`config.mk`:
```
export PLATFORM = sky130hd
export DESIGN_NAME = uart_apb_fifo
export DESIGN_NICKNAME = d
export VERILOG_FILES = /design/src/rtl/uart_pkg.sv /design/src/rtl/uart_sync_fifo.sv /design/src/rtl/uart_apb_fifo.sv
export SDC_FILE = /design/constraint.sdc
export NUM_CORES = 1
export LEC_CHECK = 0
export CAP_MARGIN = 20
export CORE_ASPECT_RATIO = 1.4
export CORE_MARGIN = 2
export CORE_UTILIZATION = 40
export CTS_CLUSTER_DIAMETER = 100
export CTS_CLUSTER_SIZE = 14
export DETAILED_ROUTE_END_ITERATION = 8
export DONT_BUFFER_PORTS = 1
export PLACE_DENSITY_LB_ADDON = 0.2
export SYNTH_ARGS = -nofsm -noshare
export SYNTH_HDL_FRONTEND = slang
export SYNTH_SLANG_ARGS = --single-unit
```
`constraint.sdc`:
```
create_clock -name PCLK -period 9.4 [get_ports PCLK]
set_clock_uncertainty 0.1 [all_clocks]
set_input_delay 1.41 -clock PCLK [delete_from_list [all_inputs] [get_ports PCLK]]
set_output_delay 1.41 -clock PCLK [all_outputs]
set_load 0.02 [all_outputs]
```
`src/rtl/uart_pkg.sv`:
```
// Shared definitions for the APB FIFO UART: register indices, STATUS/CTRL bit positions,
// oversampling ratio and the TX/RX state encodings.
// Ports: none (package).
package uart_pkg;

    localparam int OVERSAMPLE = 16;

    localparam logic [2:0] REG_DATA   = 3'd0;
    localparam logic [2:0] REG_STATUS = 3'd1;
    localparam logic [2:0] REG_CTRL   = 3'd2;
    localparam logic [2:0] REG_BAUD   = 3'd3;
    localparam logic [2:0] REG_FLUSH  = 3'd4;

    localparam int ST_RX_NONEMPTY  = 0;
    localparam int ST_RX_FULL      = 1;
    localparam int ST_TX_EMPTY     = 2;
    localparam int ST_TX_FULL      = 3;
    localparam int ST_OVERRUN      = 4;
    localparam int ST_FRAME_ERR    = 5;
    localparam int ST_TX_BUSY      = 6;
    localparam int ST_PARITY_ERR   = 7;
    localparam int ST_RX_COUNT_LSB = 8;

    localparam int CT_TX_EN    = 0;
    localparam int CT_RX_EN    = 1;
    localparam int CT_IE_RX    = 2;
    localparam int CT_IE_TX    = 3;
    localparam int CT_IE_ERR   = 4;
    localparam int CT_THR_LSB  = 8;
    localparam int CT_PAR_LSB  = 12;

    typedef enum logic [2:0] {
        TX_IDLE, TX_START, TX_DATA, TX_PARITY, TX_STOP
    } tx_state_e;

    typedef enum logic [2:0] {
        RX_IDLE, RX_START, RX_DATA, RX_PARITY, RX_STOP
    } rx_state_e;

endpackage

```
`src/rtl/uart_sync_fifo.sv`:
```
// Synchronous FIFO with push/pop/flush and occupancy count.
// Ports: clk_i/rst_i (async active-high), push_i/din_i, pop_i/dout_o (head, valid when !empty_o),
//        flush_i (wins over a same-cycle push), full_o, empty_o, count_o.
module uart_sync_fifo #(
    parameter int W     = 8,
    parameter int DEPTH = 16,
    localparam int AW   = $clog2(DEPTH)
) (
    input  logic          clk_i,
    input  logic          rst_i,
    input  logic          push_i,
    input  logic [W-1:0]  din_i,
    input  logic          pop_i,
    input  logic          flush_i,
    output logic [W-1:0]  dout_o,
    output logic          full_o,
    output logic          empty_o,
    output logic [AW:0]   count_o
);

    logic [W-1:0]  mem_q [DEPTH];
    logic [AW-1:0] wr_ptr_q, rd_ptr_q;
    logic [AW:0]   cnt_q;
    logic          do_push, do_pop;

    assign empty_o = (cnt_q == '0);
    assign full_o  = (cnt_q == (AW+1)'(DEPTH));
    assign count_o = cnt_q;
    assign dout_o  = mem_q[rd_ptr_q];

    // A pop frees the slot the same cycle, so push-while-full succeeds when paired with a pop.
    assign do_pop  = pop_i & ~empty_o;
    assign do_push = push_i & (~full_o | do_pop);

    always_ff @(posedge clk_i or posedge rst_i) begin
        if (rst_i) begin
            wr_ptr_q <= '0;
            rd_ptr_q <= '0;
            cnt_q    <= '0;
        end else if (flush_i) begin
            wr_ptr_q <= '0;
            rd_ptr_q <= '0;
            cnt_q    <= '0;
        end else begin
            if (do_push) wr_ptr_q <= wr_ptr_q + 1'b1;
            if (do_pop)  rd_ptr_q <= rd_ptr_q + 1'b1;
            case ({do_push, do_pop})
                2'b10:   cnt_q <= cnt_q + 1'b1;
                2'b01:   cnt_q <= cnt_q - 1'b1;
                default: cnt_q <= cnt_q;
            endcase
        end
    end

    always_ff @(posedge clk_i) begin
        if (do_push && !flush_i) mem_q[wr_ptr_q] <= din_i;
    end

endmodule

```
`src/rtl/uart_apb_fifo.sv`:
```
// APB UART with TX/RX FIFOs, 16x oversampled receiver with false-start rejection,
// threshold RX interrupt, sticky error flags and FIFO flush.
// Ports: PCLK, PRESET (async active-high), APB slave (PADDR/PSEL/PENABLE/PWRITE/PWDATA/PRDATA),
//        RXD serial in (asynchronous), TXD serial out, irq registered interrupt.
// Optional parity generation/checking is compiled in with `define UART_PARITY_EN.
module uart_apb_fifo
    import uart_pkg::*;
#(
    parameter int DATA_W     = 8,
    parameter int FIFO_DEPTH = 16,
    parameter int STOP_BITS  = 1,
    parameter int DIV_RESET  = 26
) (
    input  logic        PCLK,
    input  logic        PRESET,
    input  logic [2:0]  PADDR,
    input  logic        PSEL,
    input  logic        PENABLE,
    input  logic        PWRITE,
    input  logic [31:0] PWDATA,
    output logic [31:0] PRDATA,
    input  logic        RXD,
    output logic        TXD,
    output logic        irq
);

    localparam int CW = $clog2(FIFO_DEPTH) + 1;

    // ---------------- APB decode ----------------
    logic apb_wr, apb_rd;
    logic wr_data, wr_ctrl, wr_baud, wr_flush, rd_data, rd_status;
    logic unused_pwdata;

    assign apb_wr    = PSEL & PENABLE & PWRITE;
    assign apb_rd    = PSEL & PENABLE & ~PWRITE;
    assign wr_data   = apb_wr && (PADDR == REG_DATA);
    assign wr_ctrl   = apb_wr && (PADDR == REG_CTRL);
    assign wr_baud   = apb_wr && (PADDR == REG_BAUD);
    assign wr_flush  = apb_wr && (PADDR == REG_FLUSH);
    assign rd_data   = apb_rd && (PADDR == REG_DATA);
    assign rd_status = apb_rd && (PADDR == REG_STATUS);
    assign unused_pwdata = ^PWDATA[31:16];

    // ---------------- Control registers ----------------
    logic       tx_en_q, rx_en_q, ie_rx_q, ie_tx_q, ie_err_q;
    logic [3:0] thr_q;
    logic       par_on, par_odd;

    always_ff @(posedge PCLK or posedge PRESET) begin
        if (PRESET) begin
            tx_en_q  <= 1'b0;
            rx_en_q  <= 1'b0;
            ie_rx_q  <= 1'b0;
            ie_tx_q  <= 1'b0;
            ie_err_q <= 1'b0;
            thr_q    <= 4'd0;
        end else if (wr_ctrl) begin
            tx_en_q  <= PWDATA[CT_TX_EN];
            rx_en_q  <= PWDATA[CT_RX_EN];
            ie_rx_q  <= PWDATA[CT_IE_RX];
            ie_tx_q  <= PWDATA[CT_IE_TX];
            ie_err_q <= PWDATA[CT_IE_ERR];
            thr_q    <= PWDATA[CT_THR_LSB +: 4];
        end
    end

`ifdef UART_PARITY_EN
    logic [1:0] par_q;
    always_ff @(posedge PCLK or posedge PRESET) begin
        if (PRESET)       par_q <= 2'b00;
        else if (wr_ctrl) par_q <= PWDATA[CT_PAR_LSB +: 2];
    end
    // 01 odd, 10 even; 00 and 11 both mean no parity bit.
    assign par_on  = (par_q == 2'b01) || (par_q == 2'b10);
    assign par_odd = (par_q == 2'b01);
`else
    assign par_on  = 1'b0;
    assign par_odd = 1'b0;
`endif

    // ---------------- Baud tick ----------------
    logic [15:0] div_q, bcnt_q;
    logic        tick;

    assign tick = (bcnt_q == div_q);

    always_ff @(posedge PCLK or posedge PRESET) begin
        if (PRESET) begin
            div_q  <= 16'(DIV_RESET);
            bcnt_q <= 16'd0;
        end else if (wr_baud) begin
            div_q  <= PWDATA[15:0];
            bcnt_q <= 16'd0;
        end else begin
            bcnt_q <= tick ? 16'd0 : bcnt_q + 16'd1;
        end
    end

    // ---------------- FIFOs ----------------
    logic              flush_rx, flush_tx;
    logic [DATA_W-1:0] tx_dout, rx_dout;
    logic              tx_full, tx_empty, rx_full, rx_empty, tx_pop, rx_push_q;
    logic [CW-1:0]     rx_count, tx_count_unused;
    logic [DATA_W-1:0] rx_sh_q;

    assign flush_rx = wr_flush & PWDATA[0];
    assign flush_tx = wr_flush & PWDATA[1];

    uart_sync_fifo #(.W(DATA_W), .DEPTH(FIFO_DEPTH)) u_tx_fifo (
        .clk_i(PCLK), .rst_i(PRESET),
        .push_i(wr_data), .din_i(PWDATA[DATA_W-1:0]),
        .pop_i(tx_pop), .flush_i(flush_tx),
        .dout_o(tx_dout), .full_o(tx_full), .empty_o(tx_empty), .count_o(tx_count_unused)
    );

    uart_sync_fifo #(.W(DATA_W), .DEPTH(FIFO_DEPTH)) u_rx_fifo (
        .clk_i(PCLK), .rst_i(PRESET),
        .push_i(rx_push_q), .din_i(rx_sh_q),
        .pop_i(rd_data), .flush_i(flush_rx),
        .dout_o(rx_dout), .full_o(rx_full), .empty_o(rx_empty), .count_o(rx_count)
    );

    // ---------------- Transmitter ----------------
    tx_state_e         tx_st_q;
    logic [3:0]        tx_tck_q, tx_bit_q;
    logic [DATA_W-1:0] tx_sh_q;
    logic              tx_par_q, txd_q;
    logic              tx_bit_end, tx_last_stop, tx_busy;

    assign tx_bit_end   = tick && (tx_tck_q == 4'(OVERSAMPLE - 1));
    assign tx_last_stop = (tx_bit_q == 4'(STOP_BITS - 1));
    assign tx_busy      = (tx_st_q != TX_IDLE);
    // Pop either from idle or at the very end of the last stop bit, so frames run back to back.
    assign tx_pop = tx_en_q && !tx_empty &&
                    ((tx_st_q == TX_IDLE) || (tx_st_q == TX_STOP && tx_bit_end && tx_last_stop));
    assign TXD = txd_q;

    always_ff @(posedge PCLK or posedge PRESET) begin
        if (PRESET) begin
            tx_st_q  <= TX_IDLE;
            tx_tck_q <= 4'd0;
            tx_bit_q <= 4'd0;
            tx_sh_q  <= '0;
            tx_par_q <= 1'b0;
            txd_q    <= 1'b1;
        end else begin
            if (tx_st_q != TX_IDLE && tick) tx_tck_q <= tx_tck_q + 4'd1;
            case (tx_st_q)
                TX_IDLE: begin
                    if (tx_pop) begin
                        tx_st_q  <= TX_START;
                        tx_tck_q <= 4'd0;
                        tx_sh_q  <= tx_dout;
                        tx_par_q <= (^tx_dout) ^ par_odd;
                        txd_q    <= 1'b0;
                    end
                end
                TX_START: begin
                    if (tx_bit_end) begin
                        tx_st_q  <= TX_DATA;
                        tx_bit_q <= 4'd0;
                        txd_q    <= tx_sh_q[0];
                        tx_sh_q  <= tx_sh_q >> 1;
                    end
                end
                TX_DATA: begin
                    if (tx_bit_end) begin
                        if (tx_bit_q == 4'(DATA_W - 1)) begin
                            if (par_on) begin
                                tx_st_q <= TX_PARITY;
                                txd_q   <= tx_par_q;
                            end else begin
                                tx_st_q  <= TX_STOP;
                                tx_bit_q <= 4'd0;
                                txd_q    <= 1'b1;
                            end
                        end else begin
                            tx_bit_q <= tx_bit_q + 4'd1;
                            txd_q    <= tx_sh_q[0];
                            tx_sh_q  <= tx_sh_q >> 1;
                        end
                    end
                end
                TX_PARITY: begin
                    if (tx_bit_end) begin
                        tx_st_q  <= TX_STOP;
                        tx_bit_q <= 4'd0;
                        txd_q    <= 1'b1;
                    end
                end
                TX_STOP: begin
                    if (tx_bit_end) begin
                        if (!tx_last_stop) begin
                            tx_bit_q <= tx_bit_q + 4'd1;
                        end else if (tx_pop) begin
                            tx_st_q  <= TX_START;
                            tx_sh_q  <= tx_dout;
                            tx_par_q <= (^tx_dout) ^ par_odd;
                            txd_q    <= 1'b0;
                        end else begin
                            tx_st_q <= TX_IDLE;
                        end
                    end
                end
                default: begin
                    tx_st_q <= TX_IDLE;
                    txd_q   <= 1'b1;
                end
            endcase
        end
    end

    // ---------------- Receiver ----------------
    logic       rx_s1_q, rx_s2_q, rx_s3_q;
    rx_state_e  rx_st_q;
    logic [3:0] rx_tck_q, rx_bit_q;
    logic       rx_fall, rx_bit_end, rx_mid, ferr_set, perr_set;

    always_ff @(posedge PCLK or posedge PRESET) begin
        if (PRESET) begin
            rx_s1_q <= 1'b1;
            rx_s2_q <= 1'b1;
            rx_s3_q <= 1'b1;
        end else begin
            rx_s1_q <= RXD;
            rx_s2_q <= rx_s1_q;
            rx_s3_q <= rx_s2_q;
        end
    end

    assign rx_fall    = rx_s3_q & ~rx_s2_q;
    assign rx_bit_end = tick && (rx_tck_q == 4'(OVERSAMPLE - 1));
    assign rx_mid     = tick && (rx_tck_q == 4'(OVERSAMPLE / 2 - 1));
    assign ferr_set   = rx_en_q && (rx_st_q == RX_STOP) && rx_bit_end && !rx_s2_q;
    assign perr_set   = rx_en_q && (rx_st_q == RX_PARITY) && rx_bit_end &&
                        (rx_s2_q != ((^rx_sh_q) ^ par_odd));

    always_ff @(posedge PCLK or posedge PRESET) begin
        if (PRESET) begin
            rx_st_q   <= RX_IDLE;
            rx_tck_q  <= 4'd0;
            rx_bit_q  <= 4'd0;
            rx_sh_q   <= '0;
            rx_push_q <= 1'b0;
        end else begin
            rx_push_q <= 1'b0;
            if (!rx_en_q) begin
                rx_st_q <= RX_IDLE;
            end else begin
                if (rx_st_q != RX_IDLE && tick) rx_tck_q <= rx_tck_q + 4'd1;
                case (rx_st_q)
                    RX_IDLE: begin
                        if (rx_fall) begin
                            rx_st_q  <= RX_START;
                            rx_tck_q <= 4'd0;
                        end
                    end
                    RX_START: begin
                        // Start-bit centre: line back high means a glitch, not a frame.
                        if (rx_mid) begin
                            if (rx_s2_q) begin
                                rx_st_q <= RX_IDLE;
                            end else begin
                                rx_st_q  <= RX_DATA;
                                rx_tck_q <= 4'd0;
                                rx_bit_q <= 4'd0;
                            end
                        end
                    end
                    RX_DATA: begin
                        if (rx_bit_end) begin
                            rx_sh_q <= {rx_s2_q, rx_sh_q[DATA_W-1:1]};
                            if (rx_bit_q == 4'(DATA_W - 1))
                                rx_st_q <= par_on ? RX_PARITY : RX_STOP;
                            else
                                rx_bit_q <= rx_bit_q + 4'd1;
                        end
                    end
                    RX_PARITY: begin
                        if (rx_bit_end) rx_st_q <= RX_STOP;
                    end
                    RX_STOP: begin
                        if (rx_bit_end) begin
                            rx_st_q   <= RX_IDLE;
                            rx_push_q <= rx_s2_q;
                        end
                    end
                    default: rx_st_q <= RX_IDLE;
                endcase
            end
        end
    end

    // ---------------- Sticky flags and interrupt ----------------
    logic ovr_q, ferr_q, perr_flag, ovr_set, irq_q;
    logic [3:0] thr_eff;

    // A set in the same cycle as the clearing STATUS read survives, so no event is lost.
    assign ovr_set = rx_push_q & rx_full & ~rd_data & ~flush_rx;

    always_ff @(posedge PCLK or posedge PRESET) begin
        if (PRESET) begin
            ovr_q  <= 1'b0;
            ferr_q <= 1'b0;
        end else begin
            ovr_q  <= (ovr_q  & ~rd_status) | ovr_set;
            ferr_q <= (ferr_q & ~rd_status) | ferr_set;
        end
    end

`ifdef UART_PARITY_EN
    logic perr_q;
    always_ff @(posedge PCLK or posedge PRESET) begin
        if (PRESET) perr_q <= 1'b0;
        else        perr_q <= (perr_q & ~rd_status) | perr_set;
    end
    assign perr_flag = perr_q;
`else
    logic unused_perr;
    assign unused_perr = perr_set;
    assign perr_flag   = 1'b0;
`endif

    assign thr_eff = (thr_q == 4'd0) ? 4'd1 : thr_q;

    always_ff @(posedge PCLK or posedge PRESET) begin
        if (PRESET) irq_q <= 1'b0;
        else        irq_q <= (ie_rx_q  & (8'(rx_count) >= 8'(thr_eff))) |
                             (ie_tx_q  & tx_empty & ~tx_busy) |
                             (ie_err_q & (ovr_q | ferr_q | perr_flag));
    end
    assign irq = irq_q;

    // ---------------- Read mux ----------------
    logic [31:0] status_rd, ctrl_rd;

    always_comb begin
        status_rd = '0;
        status_rd[ST_RX_NONEMPTY] = ~rx_empty;
        status_rd[ST_RX_FULL]     = rx_full;
        status_rd[ST_TX_EMPTY]    = tx_empty;
        status_rd[ST_TX_FULL]     = tx_full;
        status_rd[ST_OVERRUN]     = ovr_q;
        status_rd[ST_FRAME_ERR]   = ferr_q;
        status_rd[ST_TX_BUSY]     = tx_busy;
        status_rd[ST_PARITY_ERR]  = perr_flag;
        status_rd[ST_RX_COUNT_LSB +: 8] = 8'(rx_count);

        ctrl_rd = '0;
        ctrl_rd[CT_TX_EN]  = tx_en_q;
        ctrl_rd[CT_RX_EN]  = rx_en_q;
        ctrl_rd[CT_IE_RX]  = ie_rx_q;
        ctrl_rd[CT_IE_TX]  = ie_tx_q;
        ctrl_rd[CT_IE_ERR] = ie_err_q;
        ctrl_rd[CT_THR_LSB +: 4] = thr_q;
`ifdef UART_PARITY_EN
        ctrl_rd[CT_PAR_LSB +: 2] = par_q;
`else
        ctrl_rd[CT_PAR_LSB +: 2] = 2'b00;
`endif

        PRDATA = '0;
        if (PSEL && !PWRITE) begin
            case (PADDR)
                REG_DATA:   PRDATA = rx_empty ? 32'd0 : 32'(rx_dout);
                REG_STATUS: PRDATA = status_rd;
                REG_CTRL:   PRDATA = ctrl_rd;
                REG_BAUD:   PRDATA = {16'd0, div_q};
                default:    PRDATA = '0;
            endcase
        end
    end

endmodule

```
==> results.env <==
STD_CELL_ROWS=88
HOLDBUFCOUNTCTS=0
SYNTH_ASYNC_SR_FLOP_SHARE_PCT=30.62
SYNTH_MUX_AREA_SHARE_PCT=14.67
DP.FINAL_HPWL_UM=24670
DIE_H_UM=245.5
PWR_DENSITY_CELL_mW_PER_MM2=225.8
FILL_CELLS=3714
MOSTFREQUENTLAYOUTCELL='sky130_fd_sc_hd__edfxtp_1'
SETUP_VIOLATIONS=0
RSZ_0062_RAISED_AFTER_GLOBAL_ROUTING='no'
DIE_AREA_MM2=0.04333
SETUP.WORST_PATH.END_CLASS='output port'
ROUTE.VIAS.TOTAL=8867
WORST_HOLD_CLASS='flip-flop to flip-flop'
FINISH.CELL_COUNT_WITHOUT_FILLERS=1653
SYNTH_WARNINGS=0
POST-ROUTE-DRC-COUNT=0
CORE_REGION_AREA_MM2=0.04118
DETAIL_ROUTE.VIAS_PER_CELL=5.364
SYNTH_LARGEST_TYPE_AREA_FRACTION_PCT=46.13
DRT-INITIAL-DRC-COUNT=526
MULTI_INPUT_GATE_AREA_IN_THE_FINAL_LAYOUT_MM2=0.005772
MOST-COMMON-LAYOUT-CELLS='256 x sky130_fd_sc_hd__edfxtp_1, 104 x sky130_fd_sc_hd__dfrtp_1, 71 x sky130_fd_sc_hd__nor2_1, 71 x sky130_fd_sc_hd__mux4_2, 63 x sky130_fd_sc_hd__nand2_1'
CP-START-KIND='primary input'
VDD_IR_DROP_MAX_uV=163.2
ANTENNA_VIOLATING_NETS_POST_ROUTE=0
CTS_RESIZED=0
CRIT_SLOWEST_CELL='sky130_fd_sc_hd__a211oi_1'
CTS_ROOT_BUF='sky130_fd_sc_hd__clkbuf_16'
IO_BUFFER_COUNT=0
RELATIVE_MAX_TRANSITION_MARGIN_PCT=28.06
LAYOUT_WORST_PATH_CYCLE_SHARE_PCT=49.35
SETUP-TNS-FINAL_NS=0
CTS_MADE_BUFFERS=30
SYNTH_TOP_FAMILY_BY_AREA='multiplexers'
CP_DATA_ARRIVAL_TIME_NS=3.13
SYNTHESIS.AREA_PER_INSTANCE_UM2=15.18
SYN_TO_FINAL_GROWTH_PCT=8.259
GRT_MAX_DEGREE=59
DRT_FIRST_PASS_ITERS=5
LAYOUT.NETS=1158
STATUS='finished, final reports clean'
GRT.OVERFLOW.TOTAL=0
SYNTH_COMPOUND_AREA_SHARE_PCT=5.556
TIMING.FINAL.CRIT_PERIOD_NS=4.639
INSERTEDDIODECOUNT=0
DRV.MAX_CAP_VIOLATION_COUNT=0
SEQUENCE_OF_CELLS_ON_THE_CRITICAL_PATH='nor2b_1, a32oi_1, a211oi_1'
POSTSYNTHCELLCOUNT=1098
GRT_USAGE_PCT=17.08
ROUTED_WIRE_LENGTH_PER_INSTANCE_UM=22.05
GRT_PASS1_VIAS=9223
FINALWEIGHTEDCONGESTION=0.7977
SYNTH.CELL_AREA_MM2=0.01666
ROUTE.FINAL.WIRE_LENGTH_UM=36450
CP.REQUIRED_NS=7.89
CRITICAL_PATH_PEAK_FANOUT=19
SYNTH_AREA_LEADER_CELL='sky130_fd_sc_hd__edfxtp_1'
ANTENNA_VIOLATIONS_BEFORE_REPAIR=0
CLK_PIN_SLEW_WORST_PATHS_NS=0.07
IO_PINS=75
SYNTHXORXNORAREAFRAC_PCT=2.418
PLACED_CELLS_INCL_TAPS=1595
WORST_TRAN_PIN_VALUE_NS=1.076
TIMING_HOLD_VIOLATIONS_FINAL=0
SYNTH-ADDER-AREA-SHARE_PCT=2.192
YS_SEQ_AREA_SHARE_PCT=63.15
FF_LATCH_AREA_MM2=0.01053
SLEW_VIOL_FINAL=0
CTS_SINKS=369
P_LEAK_nW=6.865
MAX_STAGE_DELAY_NS=0.89
START_UTIL_PCT=40.47
SYNTHESIZED_AREA_FRACTION_OCCUPIED_BY_AND_OR_NAND_NOR_CELLS_PCT=9.287
SYNTH_FF_TYPE='sky130_fd_sc_hd__edfxtp_1'
SYNTH.LIB_CELLS_USED.DISTINCT=79
FP.DIEW_UM=176.5
TRITONCTS='yes'
SYNTH_AREA_LEADERS='sky130_fd_sc_hd__edfxtp_1 46%, sky130_fd_sc_hd__dfrtp_1 16%, sky130_fd_sc_hd__mux4_2 9.6%'
CTS.REPAIR_TIMING.SETUP_BUFFER_COUNT=0
POST_ROUTE_CELLS_DRIVE_ABOVE_1_SHARE_PCT=17.70
CRITICAL_PATH_CLASS='primary input to output port'
CTS_MAX_LEVEL=1
SYNTH_ENABLE_FLOP_CELLS=256
CTSLONGESTPATHBUFFERS=3
YS_SEQ_ELEMENTS=369
FMAXACHIEVABLE_GHz=0.2156
WIRE_LENGTH_OF_THE_FIRST_GLOBAL_ROUTING_PASS_UM=55720
CLKLATENCYLATEPIN_NS=0.58
## through the flow
step | area, µm² | util [%] | hold WS (ns) | setup slack [ns] | total power [mW]
2_1_floorplan | 16720 | - | 0.2452 | 4.914 | 2.729
3_3_place_gp | 17150 | 41.65 | 0.2461 | 4.674 | 2.937
3_5_place_dp | 17160 | 41.67 | 0.2473 | 4.714 | 2.950
4_1_cts | 18030 | 43.77 | 0.2579 | 4.702 | 4.136
5_1_grt | 18040 | 43.81 | 0.2608 | 4.567 | 4.272
6_report | 18040 | 43.81 | 0.2565 | 4.761 | 4.074
## report_power, final
| group | switching [mW] | internal [mW] | total (mW) |
|---|---|---|---|
| clock | 0.571 | 0.604 | 1.17 |
| combinational | 0.474 | 0.432 | 0.906 |
| sequential | 0.162 | 1.83 | 1.99 |
| total | 1.21 | 2.87 | 4.07 |
## registers in the layout, indices dropped and copies added (netlist names), 4 cells and up
register / flops
rx_sh_q: 8
bcnt_q: 16
div_q: 16
u_rx_fifo.rd_ptr_q: 4
rx_bit_q: 4
u_tx_fifo.wr_ptr_q: 4
u_tx_fifo.rd_ptr_q: 4
u_tx_fifo.mem_q: 128
tx_tck_q: 4
thr_q: 4
u_rx_fifo.wr_ptr_q: 4
tx_bit_q: 4
tx_sh_q: 8
u_rx_fifo.count_o: 5
u_tx_fifo.count_o: 5
rx_tck_q: 4
u_rx_fifo.mem_q: 128
## layer usage
metal | share of wire, % | track usage, %
met5 | 0 | 0
met4 | 1.8 | 4.181
met1 | 39 | 20.07
met3 | 5.1 | 3.803
met2 | 54 | 31.41
## final timing paths
kind,endpoint,start,depth (start not counted),slack (ns)
min in group asynchronous,tx_sh_q[2]$_DFFE_PP0P_,PRESET,1,0.72
setup reg to reg,u_tx_fifo.count_o[4]$_DFFE_PP0P_,bcnt_q[6]$_DFF_PP0_,13,5.74
hold / removal,rx_s2_q$_DFF_PP1_,rx_s1_q$_DFF_PP1_,0,0.26
setup / recovery,PRDATA[1],PADDR[0],3,4.76
max in group asynchronous,u_rx_fifo.rd_ptr_q[0]$_DFFE_PP0P_,PRESET,2,7.13
hold reg to reg,rx_s2_q$_DFF_PP1_,rx_s1_q$_DFF_PP1_,0,0.26
## Yosys cell counts, types with 21 or more instances
| cell | n |
|---|---|
| sky130_fd_sc_hd__mux2i_1 | 29 |
| sky130_fd_sc_hd__mux2_2 | 40 |
| sky130_fd_sc_hd__o21ai_0 | 33 |
| sky130_fd_sc_hd__and2_1 | 26 |
| sky130_fd_sc_hd__nand3_1 | 21 |
| sky130_fd_sc_hd__inv_1 | 27 |
| sky130_fd_sc_hd__nand2_1 | 63 |
| sky130_fd_sc_hd__clkbuf_1 | 32 |
| sky130_fd_sc_hd__xor2_1 | 31 |
| sky130_fd_sc_hd__mux4_2 | 71 |
| sky130_fd_sc_hd__nor2_1 | 71 |
| sky130_fd_sc_hd__edfxtp_1 | 256 |
| sky130_fd_sc_hd__a21oi_1 | 23 |
| sky130_fd_sc_hd__dfrtp_1 | 106 |
| sky130_fd_sc_hd__ha_1 | 26 |
## critical path, delay by kind of cell
kind / cells / cell delay (ns)
compound gates: 2 / 1.18
simple gates: 1 / 0.52
## cells by family after synthesis
family                     after synthesis
AOI/OAI and AO/OA                      129
xor gates and xnor gates                46
adders and majority gates               28
buffers and inverters                   96
DFF                                    369
muxes                                  147
other                                    1
and+or+nand+nor                        282
## layout make-up
type | instances | area share [%]
Clock buffer | 54 | 4.661
Clock inverter | 2 | 0.1526
Inverter | 27 | 0.5756
Multi-Input combinational cell | 648 | 31.99
Sequential cell | 369 | 58.35
Tap cell | 540 | 3.745
Timing Repair Buffer | 13 | 0.5271
Note: power is estimated with default switching activity, not from simulation.
